File: src/rtl/seq_multiplier.sv
// seq_multiplier: handshake-driven shift-and-add multiplier.
// Adds one partial-product row per clock, so a product takes WIDTH cycles.
// Operands enter on a valid/ready stream; the product leaves on another.
// Optional build macro SEQ_MULT_SIGNED_EN adds a signed_mode input.
// When that input is set, a and b are two's complement. The block multiplies
// their magnitudes and negates the result on the final step, so latency is unchanged.
`timescale 1ns/1ps

module seq_multiplier #(
    parameter int WIDTH = 8,
    parameter int CNT_W = $clog2(WIDTH)
) (
    input  logic                 clk,
    input  logic                 rst_n,
    input  logic                 in_valid,
    output logic                 in_ready,
    input  logic [WIDTH-1:0]     a,
    input  logic [WIDTH-1:0]     b,
`ifdef SEQ_MULT_SIGNED_EN
    input  logic                 signed_mode,
`endif
    output logic                 out_valid,
    input  logic                 out_ready,
    output logic [2*WIDTH-1:0]   P,
    output logic                 busy
);

    typedef enum logic [1:0] {
        S_IDLE = 2'd0,
        S_CALC = 2'd1,
        S_DONE = 2'd2
    } state_e;

    state_e               state_q, state_d;
    logic [WIDTH-1:0]     a_q, a_d;       // registered multiplicand (magnitude)
    logic [WIDTH-1:0]     b_q, b_d;       // multiplier; low product bits shift in at the top
    logic [WIDTH-1:0]     hi_q, hi_d;     // upper half of the running accumulator
    logic [CNT_W-1:0]     cnt_q, cnt_d;
    logic [2*WIDTH-1:0]   p_q, p_d;
    logic                 neg_q, neg_d;   // final result must be negated

    logic [WIDTH:0]       add_s;
    logic [2*WIDTH-1:0]   prod_s;
    logic [2*WIDTH-1:0]   final_s;

`ifdef SEQ_MULT_SIGNED_EN
    // Magnitude of a two's-complement value; the most negative value maps to 2^(WIDTH-1).
    function automatic logic [WIDTH-1:0] mag(input logic [WIDTH-1:0] v, input logic s);
        if (s && v[WIDTH-1]) begin
            mag = (~v) + {{(WIDTH-1){1'b0}}, 1'b1};
        end else begin
            mag = v;
        end
    endfunction
`endif

    // One shift-and-add step; the add is WIDTH+1 bits wide so the carry is kept.
    always_comb begin
        add_s   = {1'b0, hi_q} + (b_q[0] ? {1'b0, a_q} : {(WIDTH+1){1'b0}});
        prod_s  = {add_s, b_q[WIDTH-1:1]};
        final_s = neg_q ? ((~prod_s) + {{(2*WIDTH-1){1'b0}}, 1'b1}) : prod_s;
    end

    // Next-state and datapath update for the IDLE/CALC/DONE controller.
    always_comb begin
        state_d = state_q;
        a_d     = a_q;
        b_d     = b_q;
        hi_d    = hi_q;
        cnt_d   = cnt_q;
        p_d     = p_q;
        neg_d   = neg_q;
        case (state_q)
            S_IDLE: begin
                if (in_valid) begin
`ifdef SEQ_MULT_SIGNED_EN
                    a_d   = mag(a, signed_mode);
                    b_d   = mag(b, signed_mode);
                    neg_d = signed_mode & (a[WIDTH-1] ^ b[WIDTH-1]);
`else
                    a_d   = a;
                    b_d   = b;
                    neg_d = 1'b0;
`endif
                    hi_d    = {WIDTH{1'b0}};
                    cnt_d   = {CNT_W{1'b0}};
                    state_d = S_CALC;
                end else begin
                    state_d = S_IDLE;
                end
            end
            S_CALC: begin
                hi_d = add_s[WIDTH:1];
                b_d  = {add_s[0], b_q[WIDTH-1:1]};
                if (cnt_q == CNT_W'(WIDTH-1)) begin
                    p_d     = final_s;
                    cnt_d   = {CNT_W{1'b0}};
                    state_d = S_DONE;
                end else begin
                    cnt_d   = cnt_q + {{(CNT_W-1){1'b0}}, 1'b1};
                    state_d = S_CALC;
                end
            end
            S_DONE: begin
                if (out_ready) begin
                    state_d = S_IDLE;
                end else begin
                    state_d = S_DONE;
                end
            end
            default: begin
                state_d = S_IDLE;
            end
        endcase
    end

    // State and datapath registers; reset aborts any operation in flight.
    always_ff @(posedge clk or negedge rst_n) begin
        if (!rst_n) begin
            state_q <= S_IDLE;
            a_q     <= {WIDTH{1'b0}};
            b_q     <= {WIDTH{1'b0}};
            hi_q    <= {WIDTH{1'b0}};
            cnt_q   <= {CNT_W{1'b0}};
            p_q     <= {(2*WIDTH){1'b0}};
            neg_q   <= 1'b0;
        end else begin
            state_q <= state_d;
            a_q     <= a_d;
            b_q     <= b_d;
            hi_q    <= hi_d;
            cnt_q   <= cnt_d;
            p_q     <= p_d;
            neg_q   <= neg_d;
        end
    end

    // Outputs decode registered state only.
    assign in_ready  = (state_q == S_IDLE);
    assign out_valid = (state_q == S_DONE);
    assign busy      = (state_q != S_IDLE);
    assign P         = p_q;

endmodule

File: config.mk
export PLATFORM = sky130hd
export DESIGN_NAME = seq_multiplier
export DESIGN_NICKNAME = d
export VERILOG_FILES = /design/src/rtl/seq_multiplier.sv
export SDC_FILE = /design/constraint.sdc
export NUM_CORES = 1
export LEC_CHECK = 0
export BUFFER_PORTS_ARGS = -buffer_cell sky130_fd_sc_hd__buf_2
export CORE_ASPECT_RATIO = 1.5
export CORE_MARGIN = 2
export CORE_UTILIZATION = 45
export CTS_BUF_LIST = sky130_fd_sc_hd__clkbuf_8
export CTS_CLUSTER_DIAMETER = 40
export DETAILED_ROUTE_END_ITERATION = 8
export PLACE_DENSITY_LB_ADDON = 0.25
export RECOVER_POWER = 25
export SLEW_MARGIN = 20
export SYNTH_ARGS = -nofsm -noshare
export SYNTH_HDL_FRONTEND = slang
export SYNTH_SLANG_ARGS = --single-unit
File: constraint.sdc
create_clock -name clk -period 3.2 [get_ports clk]
set_input_delay 0.48 -clock clk [delete_from_list [all_inputs] [get_ports clk]]
set_output_delay 0.48 -clock clk [all_outputs]
set_load 0.03 [all_outputs]
======== After elaboration in Yosys (flattened, before gate mapping) ========
Cells that the tools add are included.
cells by class
  add/sub/neg operators ................... 2
  equality and inequality tests ........... 4
  multiplexer cells ....................... 12
  reduce and logical (&&, ||, !) cells .... 6
operators with widths
  kind                   number
  $pmux W8 S2            2
  $mux W8                3
  $add A8 B8 Y9          1
  $mux W3                2
  $pmux W2 S3            1
  $pmux W3 S2            1
  $reduce_and A2 Y1      3
  $mux W2                2
  $reduce_bool A2 Y1     2
  $add A3 B1 Y3 const B  1
  $eq A3 B3 Y1 const B   1
  $eq A2 B1 Y1 const B   1
  $eq A2 B2 Y1 const B   1
  $logic_not A2 Y1       1
  $ne A2 B2 Y1 const B   1
  $mux W1                1
storage, ports and cells
  flip-flop bits (word level) ............. 45
  bits of input ports ..................... 20
  output and inout bits ................... 19
  logic and storage cells ................. 30

======== Logic depth before layout (Yosys ltp) ========
Gate-level depths: netlist of the first run.
  word-level depth ........................ 3
  mapped depth ............................ 8
  depth with buffers taken out ............ 8

======== Worst setup path before layout of the first run ========
OpenSTA, ideal clock, no wires.
  path kind ............................... reg-to-reg
  start ................................... register b_q[0]
  end ..................................... register hi_q[5]
  library setup time ...................... 124 ps
  arrival time ............................ 1857 ps
  required time ........................... 3076 ps
  path slack .............................. 1219 ps
  stages on the path, launching flop included .. 9
  buffers on the path ..................... 0
  cell sequence ........................... dfrtp_1 and2_1 ha_1 fa_1 a21o_1 a21oi_2 o21ai_2 xnor2_1 o21ai_1
between the ends
  cells in the longest elaborated chain, start to end .. 3
RTL lines
  what                      RTL line  text
  start: declaration        36        logic [WIDTH-1:0] b_q, b_d;
  start signal: assignment  122       b_q <= {WIDTH{1'b0}};
  $mux W8                   59        add_s = {1'b0, hi_q} + (b_q[0] ? {1'b0, a_q} : {(WIDTH+1){1'b0}});
  $add A8 B8 Y9             59
  $pmux W8 S2               73        case (state_q)
  end signal: assignment    123       hi_q <= {WIDTH{1'b0}};
  end signal: assignment    131       hi_q <= hi_d;
  end: declaration          37        logic [WIDTH-1:0] hi_q, hi_d;
Every way passes these cells.
A chain may end at the register's enable or synchronous reset.

======== Worst setup path in the final report of the first run ========
Ends and elaborated chain as after synthesis.

==> results of run 1 <==
-- area by class of cell --
class,count,area [um^2]
inverter,2,7.51
fill,426,2100
sequential,45,1130
multi-input combinational,128,957
clock inverter,3,13.8
timing repair buffer,39,193
tap,64,80.1
clock buffer,5,68.8
-- state kept, by name, indices dropped and copies added, names as in the netlist --
signal,flops
hi_q,8
a_q,8
state_q,2
cnt_q,3
b_q,8
P,16
-- layer usage --
layer  vias up  share of wire [%]  GRT usage (%)
met5         -                  0              0
met4         0                1.7           7.27
met3         5                3.8           3.07
met2        38                 53           28.8
met1       689                 42           19.6
li1        714                  -              -
-- worst min-delay path by stage --
stage                       endpoint  slack [ns]  depth (start not counted)
final                          P[14]        0.20                          1
after global routing        cnt_q[2]        0.25                          1
after CTS                 state_q[1]        0.34                          2
after detailed placement       P[10]        0.47                          2
after global placement         P[14]        0.46                          2
after floorplan                 P[0]        0.18                          0
-- logic make-up (layout without fill, tap and decap cells) --
kind of cell	after synthesis	in the layout	share of synthesized area (%)
AO/OA/AOI/OAI	40	40	10.7
XOR/XNOR	6	6	2.46
adder cells (fa/ha/maj)	11	11	6.79
buffers and inverters	10	49	2.52
flip-flops	45	45	52.7
multiplexers	25	25	13.9
AND/OR/NAND/NOR	46	46	10.9
-- per-stage QoR --
step	instance area, um^2	total power (W)	cells	hold slack (ns)
after detailed placement	2360	0.00224	277	0.471
final	2450	0.00255	286	0.204
after CTS	2440	0.00258	285	0.342
after global routing	2450	0.00274	286	0.249
after floorplan	2140	0.00194	183	0.184
after global placement	2360	0.00220	277	0.463
-- power breakdown --
group	total [W]	leakage [nW]	switching (W)	internal, W
Clock	0.000337	0.0491	0.000188	0.000148
Combinational	0.00121	0.661	0.000738	0.000476
Sequential	0.000998	0.563	0.000163	0.000835
Total	0.00255	1.27	0.00109	0.00146
-- worst max-delay path: stages (launching register included) --
cell,delay (ns)
dfrtp_1,0.46
and2_1,0.19
ha_1,0.22
fa_1,0.42
a21o_1,0.21
a21oi_2,0.18
o21ai_2,0.10
xnor2_1,0.21
o21ai_1,0.09
-- Yosys cell counts (all sizes together), types with 3 or more instances --
master,n,area (um^2)
o21ai,24,124
ha,10,125
nand2,22,92.6
xnor2,3,26.3
xor2,3,26.3
and2,8,50.1
nand3,11,55.1
mux2i,8,80.1
a21oi,7,38.8
a21o,3,22.5
buf,6,38.8
mux2,17,218
dfrtp,45,1130
==> out/qor.yml, run 1 <==
status: "finished, violations left"
violations: "capacitance limit, slew limit"
synth_flop_cell: "dfrtp_1"
syn_inst: 183
diodes: 0
tritoncts: "yes"
hp-class: "input port to async pin"
cp.required_ns: 3.36
avgSynthCellArea_um2: 11.7
rows: 30
hold_viol_final: 0
pre_cts_ws_ns: 1.02
worstReg2RegStart: "b_q[0]"
finalSetupTns_ns: 0
synth_nets: 214
drt-total-wl_um: 4010
synth.distinct_cells: 32
clockRootBuffer: "clkbuf_8"
post_cts_resize_count: 0
worst_pin_slew_ns: 1.69
antenna_found_initial: 0
synth_edf_count: 0
dr.pass1.iters: 4
cp-start-kind: "register"
end_kind: "register"
cp-startpoint: "b_q[0]"
numPortBuffers: 38
cts_hold_buffers: 0
syn_to_final_growth_pct: 14.5
post_cts_buffers: 0
dp_hpwl_um: 2770
max_freq_mhz: 449
pin_count: 39
final_cell_mix: "45 x dfrtp_1, 37 x buf_2, 23 x o21ai_1, 20 x nand2_1, 11 x nand3_1"
grt_pass1_wl_um: 6550
relSlewSlack_pct: -12.5
worstReg2RegEnd: "hi_q[5]"
dieArea_um2: 5330
layout_commonest_cell: "dfrtp_1"
drtIter0Drc: 57
cp_max_fo: 9
grt_pass1_vias: 1468
ctsLongestPathBuffers: 2
r2r_cells: 8
numCtsBuffers: 5
worst_slack_ns: 0.972
die_height_um: 88.4
drc: 0
finalClockSkew_ns: 0.00391
overflow: 0
drive_above_1_share_pct: 25.7
report.final.slew_viol_count: 33
clock_sinks: 45
seq_area_frac_synth_pct: 52.7
wire_per_inst_um: 14.0
grt_max_degree: 46
period_minus_slack_ns: 2.23
setup_viol: 0
vias: 1446
power.density_nw_per_um2: 1040
cp_data_arrival_time_ns: 2.38
leakage_nw: 1.27
utilization_pct: 53.9
place_congestion: 0.793
period_share_pct: 69.6
nets: 252
cap_violations: 1
rsz0062_at_grt: "no"
critPathKind: "register to register"
ant_nets: 0
ys_warn_count: 0
dieWidth_um: 60.3
coreArea_um2: 4540
endpoint: "hi_q[5]"
gr-usage-all-layers_pct: 16.6
clk_latency_ns: 0.29
rrSetupSlack_ns: 0.97
ys_ff_latch: 45
clkSlewWorstSetupHoldPaths_ns: 0.08
h-tree-depth: 2
vdd_ir_drop_max_uv: 546
routed_via_density: 5.06
netlist_area_um2: 2140
initial_utilization_pct: 47.1
async_flop_share_pct: 100
No activity file was read; power rests on OpenSTA's default activity.
==> inputs of run 2 (changes only) <==
==> constraint.sdc (replaced) <==
create_clock -name clk -period 2.1 [get_ports clk]
set_input_delay 0.315 -clock clk [delete_from_list [all_inputs] [get_ports clk]]
set_output_delay 0.315 -clock clk [all_outputs]
set_load 0.03 [all_outputs]
==> out/qor.yml, run 2 (synthesis gave the netlist of run 1 again) <==
status: "finished, final reports clean"
final_cell_mix: "45 x dfrtp_1, 37 x buf_2, 22 x o21ai_1, 20 x nand2_1, 11 x nand3_1"
finalClockSkew_ns: 0.0138  # +0.00984 ns
end_kind: "register"
leakage_nw: 1.30  # +2.4%
antenna_found_initial: 0  # unchanged
cp_max_fo: 3  # -6
rrSetupSlack_ns: 0.14  # -0.83 ns
drive_above_1_share_pct: 30.1  # +4.4 points
cts_hold_buffers: 0  # unchanged
dieWidth_um: 60.3  # unchanged
setup_viol: 0  # unchanged
r2r_cells: 8  # unchanged
diodes: 0  # unchanged
tritoncts: "yes"
total_power_w: 0.00412  # +62%
syn_to_final_growth_pct: 18.5
worstReg2RegEnd: "hi_q[5]"
min-delay-start: "out_ready"
power.density_nw_per_um2: 1630  # +56%
h-tree-depth: 2  # unchanged
hold_path_end: "state_q[1]"
drc: 0  # unchanged
pwr-share-seq_pct: 36.7  # -2.4 points
place_inst: 281  # +1.4%
switching_power_w: 0.00171  # +57%
grt_pass1_vias: 1429  # -2.7%
gr-usage-all-layers_pct: 17.2  # +0.63 points
hold_ws_ns: 0.179  # -0.0257 ns
max_freq_mhz: 510  # +14%
routed_via_density: 5.08  # +0.39%
nets: 256  # +1.6%
ant_nets: 0  # unchanged
dr.pass1.iters: 4  # unchanged
coreArea_um2: 4540  # unchanged
vdd_ir_drop_max_uv: 821  # +50%
largest_reg_flops: 16  # unchanged
dp_hpwl_um: 2920  # +5.3%
die_height_um: 88.4  # unchanged
cp-start-kind: "register"
wire_per_inst_um: 13.9  # -1.0%
clk_latency_ns: 0.31  # +0.02 ns
relSlewSlack_pct: 17.7  # +30 points
drt-total-wl_um: 4020  # +0.37%
drtIter0Drc: 76  # +33%
stdcell_count: 290  # +1.4%
clock_power_share_pct: 16.4  # +3.2 points
report.final.slew_viol_count: 0  # -100%
dieArea_um2: 5330  # unchanged
combPwrFrac_pct: 46.9  # -0.7 points
min_path_cells: 2
cap_violations: 0  # -1
clkSlewWorstSetupHoldPaths_ns: 0.10  # +0.02 ns
layout_commonest_cell: "dfrtp_1"
vias: 1472  # +1.8%
overflow: 0  # unchanged
grt_max_degree: 29  # -37%
netSwitchingFraction_pct: 41.5  # -1.2 points
numCtsBuffers: 5  # unchanged
intPower_w: 0.00241  # +65%
critPathKind: "register to register"
cp.required_ns: 2.27  # -1.09 ns
hp-class: "input port to register"
clock_sinks: 45  # unchanged
finalSetupTns_ns: 0  # unchanged
clockRootBuffer: "clkbuf_8"
numPortBuffers: 38  # unchanged
period_minus_slack_ns: 1.96  # -0.268 ns
place_congestion: 0.830  # +4.6%
hold_viol_final: 0  # unchanged
ctsLongestPathBuffers: 2  # unchanged
worst_pin_slew_ns: 1.23  # -0.453 ns
grt_pass1_wl_um: 6730  # +2.8%
worstReg2RegStart: "b_q[0]"
rows: 30  # unchanged
initial_utilization_pct: 47.1  # unchanged
period_share_pct: 93.3  # +24 points
rsz0062_at_grt: "no"
cp_data_arrival_time_ns: 2.13  # -0.25 ns
pin_count: 39  # unchanged
[run 2: cell types whose count changed in the layout (fill, tap and decap cells not counted), sizes merged]
cell / previous run / this run
buf: 37 / 41
bufinv: 0 / 1
clkinv: 2 / 0
inv: 3 / 4
[run 2: per-layer routing]
metal | wire, um | part of all wire [%] | global-route usage (%) | vias up
met5 | 0 | 0 | 0 | -
li1 | - | - | - | 725
met3 | 181 | 4.5 | 4.24 | 6
met1 | 1680 | 42 | 21.0 | 709
met4 | 70 | 1.7 | 7.27 | 0
met2 | 2100 | 52 | 28.6 | 32
[run 2: critical path, cell delays in order (launching register included)]
cell and delay (ns):
dfrtp_1 0.39, and2_1 0.16, ha_2 0.19, fa_2 0.36, a21o_1 0.20, a21oi_2 0.15
o21ai_2 0.09, xnor2_1 0.20, o21ai_1 0.08
[run 2: power groups by stage]
stage,sequential [W],combinational (W),clock (W)
6_report,0.00151,0.00193,0.000677
3_3_place_gp,0.00152,0.00188,0
3_5_place_dp,0.00153,0.00192,0
5_1_grt,0.00157,0.00215,0.000730
4_1_cts,0.00152,0.00192,0.000692
2_1_floorplan,0.00174,0.00120,0
[run 2: final cells by class]
| class | count | area [um^2] |
|---|---|---|
| sequential | 45 | 1130 |
| clock buffer | 5 | 68.8 |
| fill | 408 | 2010 |
| inverter | 2 | 7.51 |
| timing repair buffer | 43 | 224 |
| clock inverter | 3 | 47.5 |
| multi-input combinational | 128 | 978 |
| tap | 64 | 80.1 |
[run 2: worst max path at each step]
stage | start | end | slack, ns
floorplan | b_q[0] | hi_q[5] | 0.12
global placement | b_q[0] | hi_q[5] | 0.10
detailed placement | b_q[0] | hi_q[5] | 0.04
CTS | b_q[0] | hi_q[5] | 0.02
global route | b_q[0] | hi_q[6] | 0.02
finish | b_q[0] | hi_q[5] | 0.14
[run 2: per-stage QoR]
step,instance area (um^2),util [%],setup WS [ns]
after global routing,2530,55.8,0.0174
after CTS,2520,55.5,0.0176
after global placement,2400,52.9,0.104
final,2530,55.8,0.141
after floorplan,2140,-,0.119
after detailed placement,2400,52.9,0.0396
[run 2: timing repair]
action	CTS	global route
endpoints found under the setup margin	0	5
buffers inserted	0	1
hold endpoints to repair	0	0
gates resized for setup	0	5
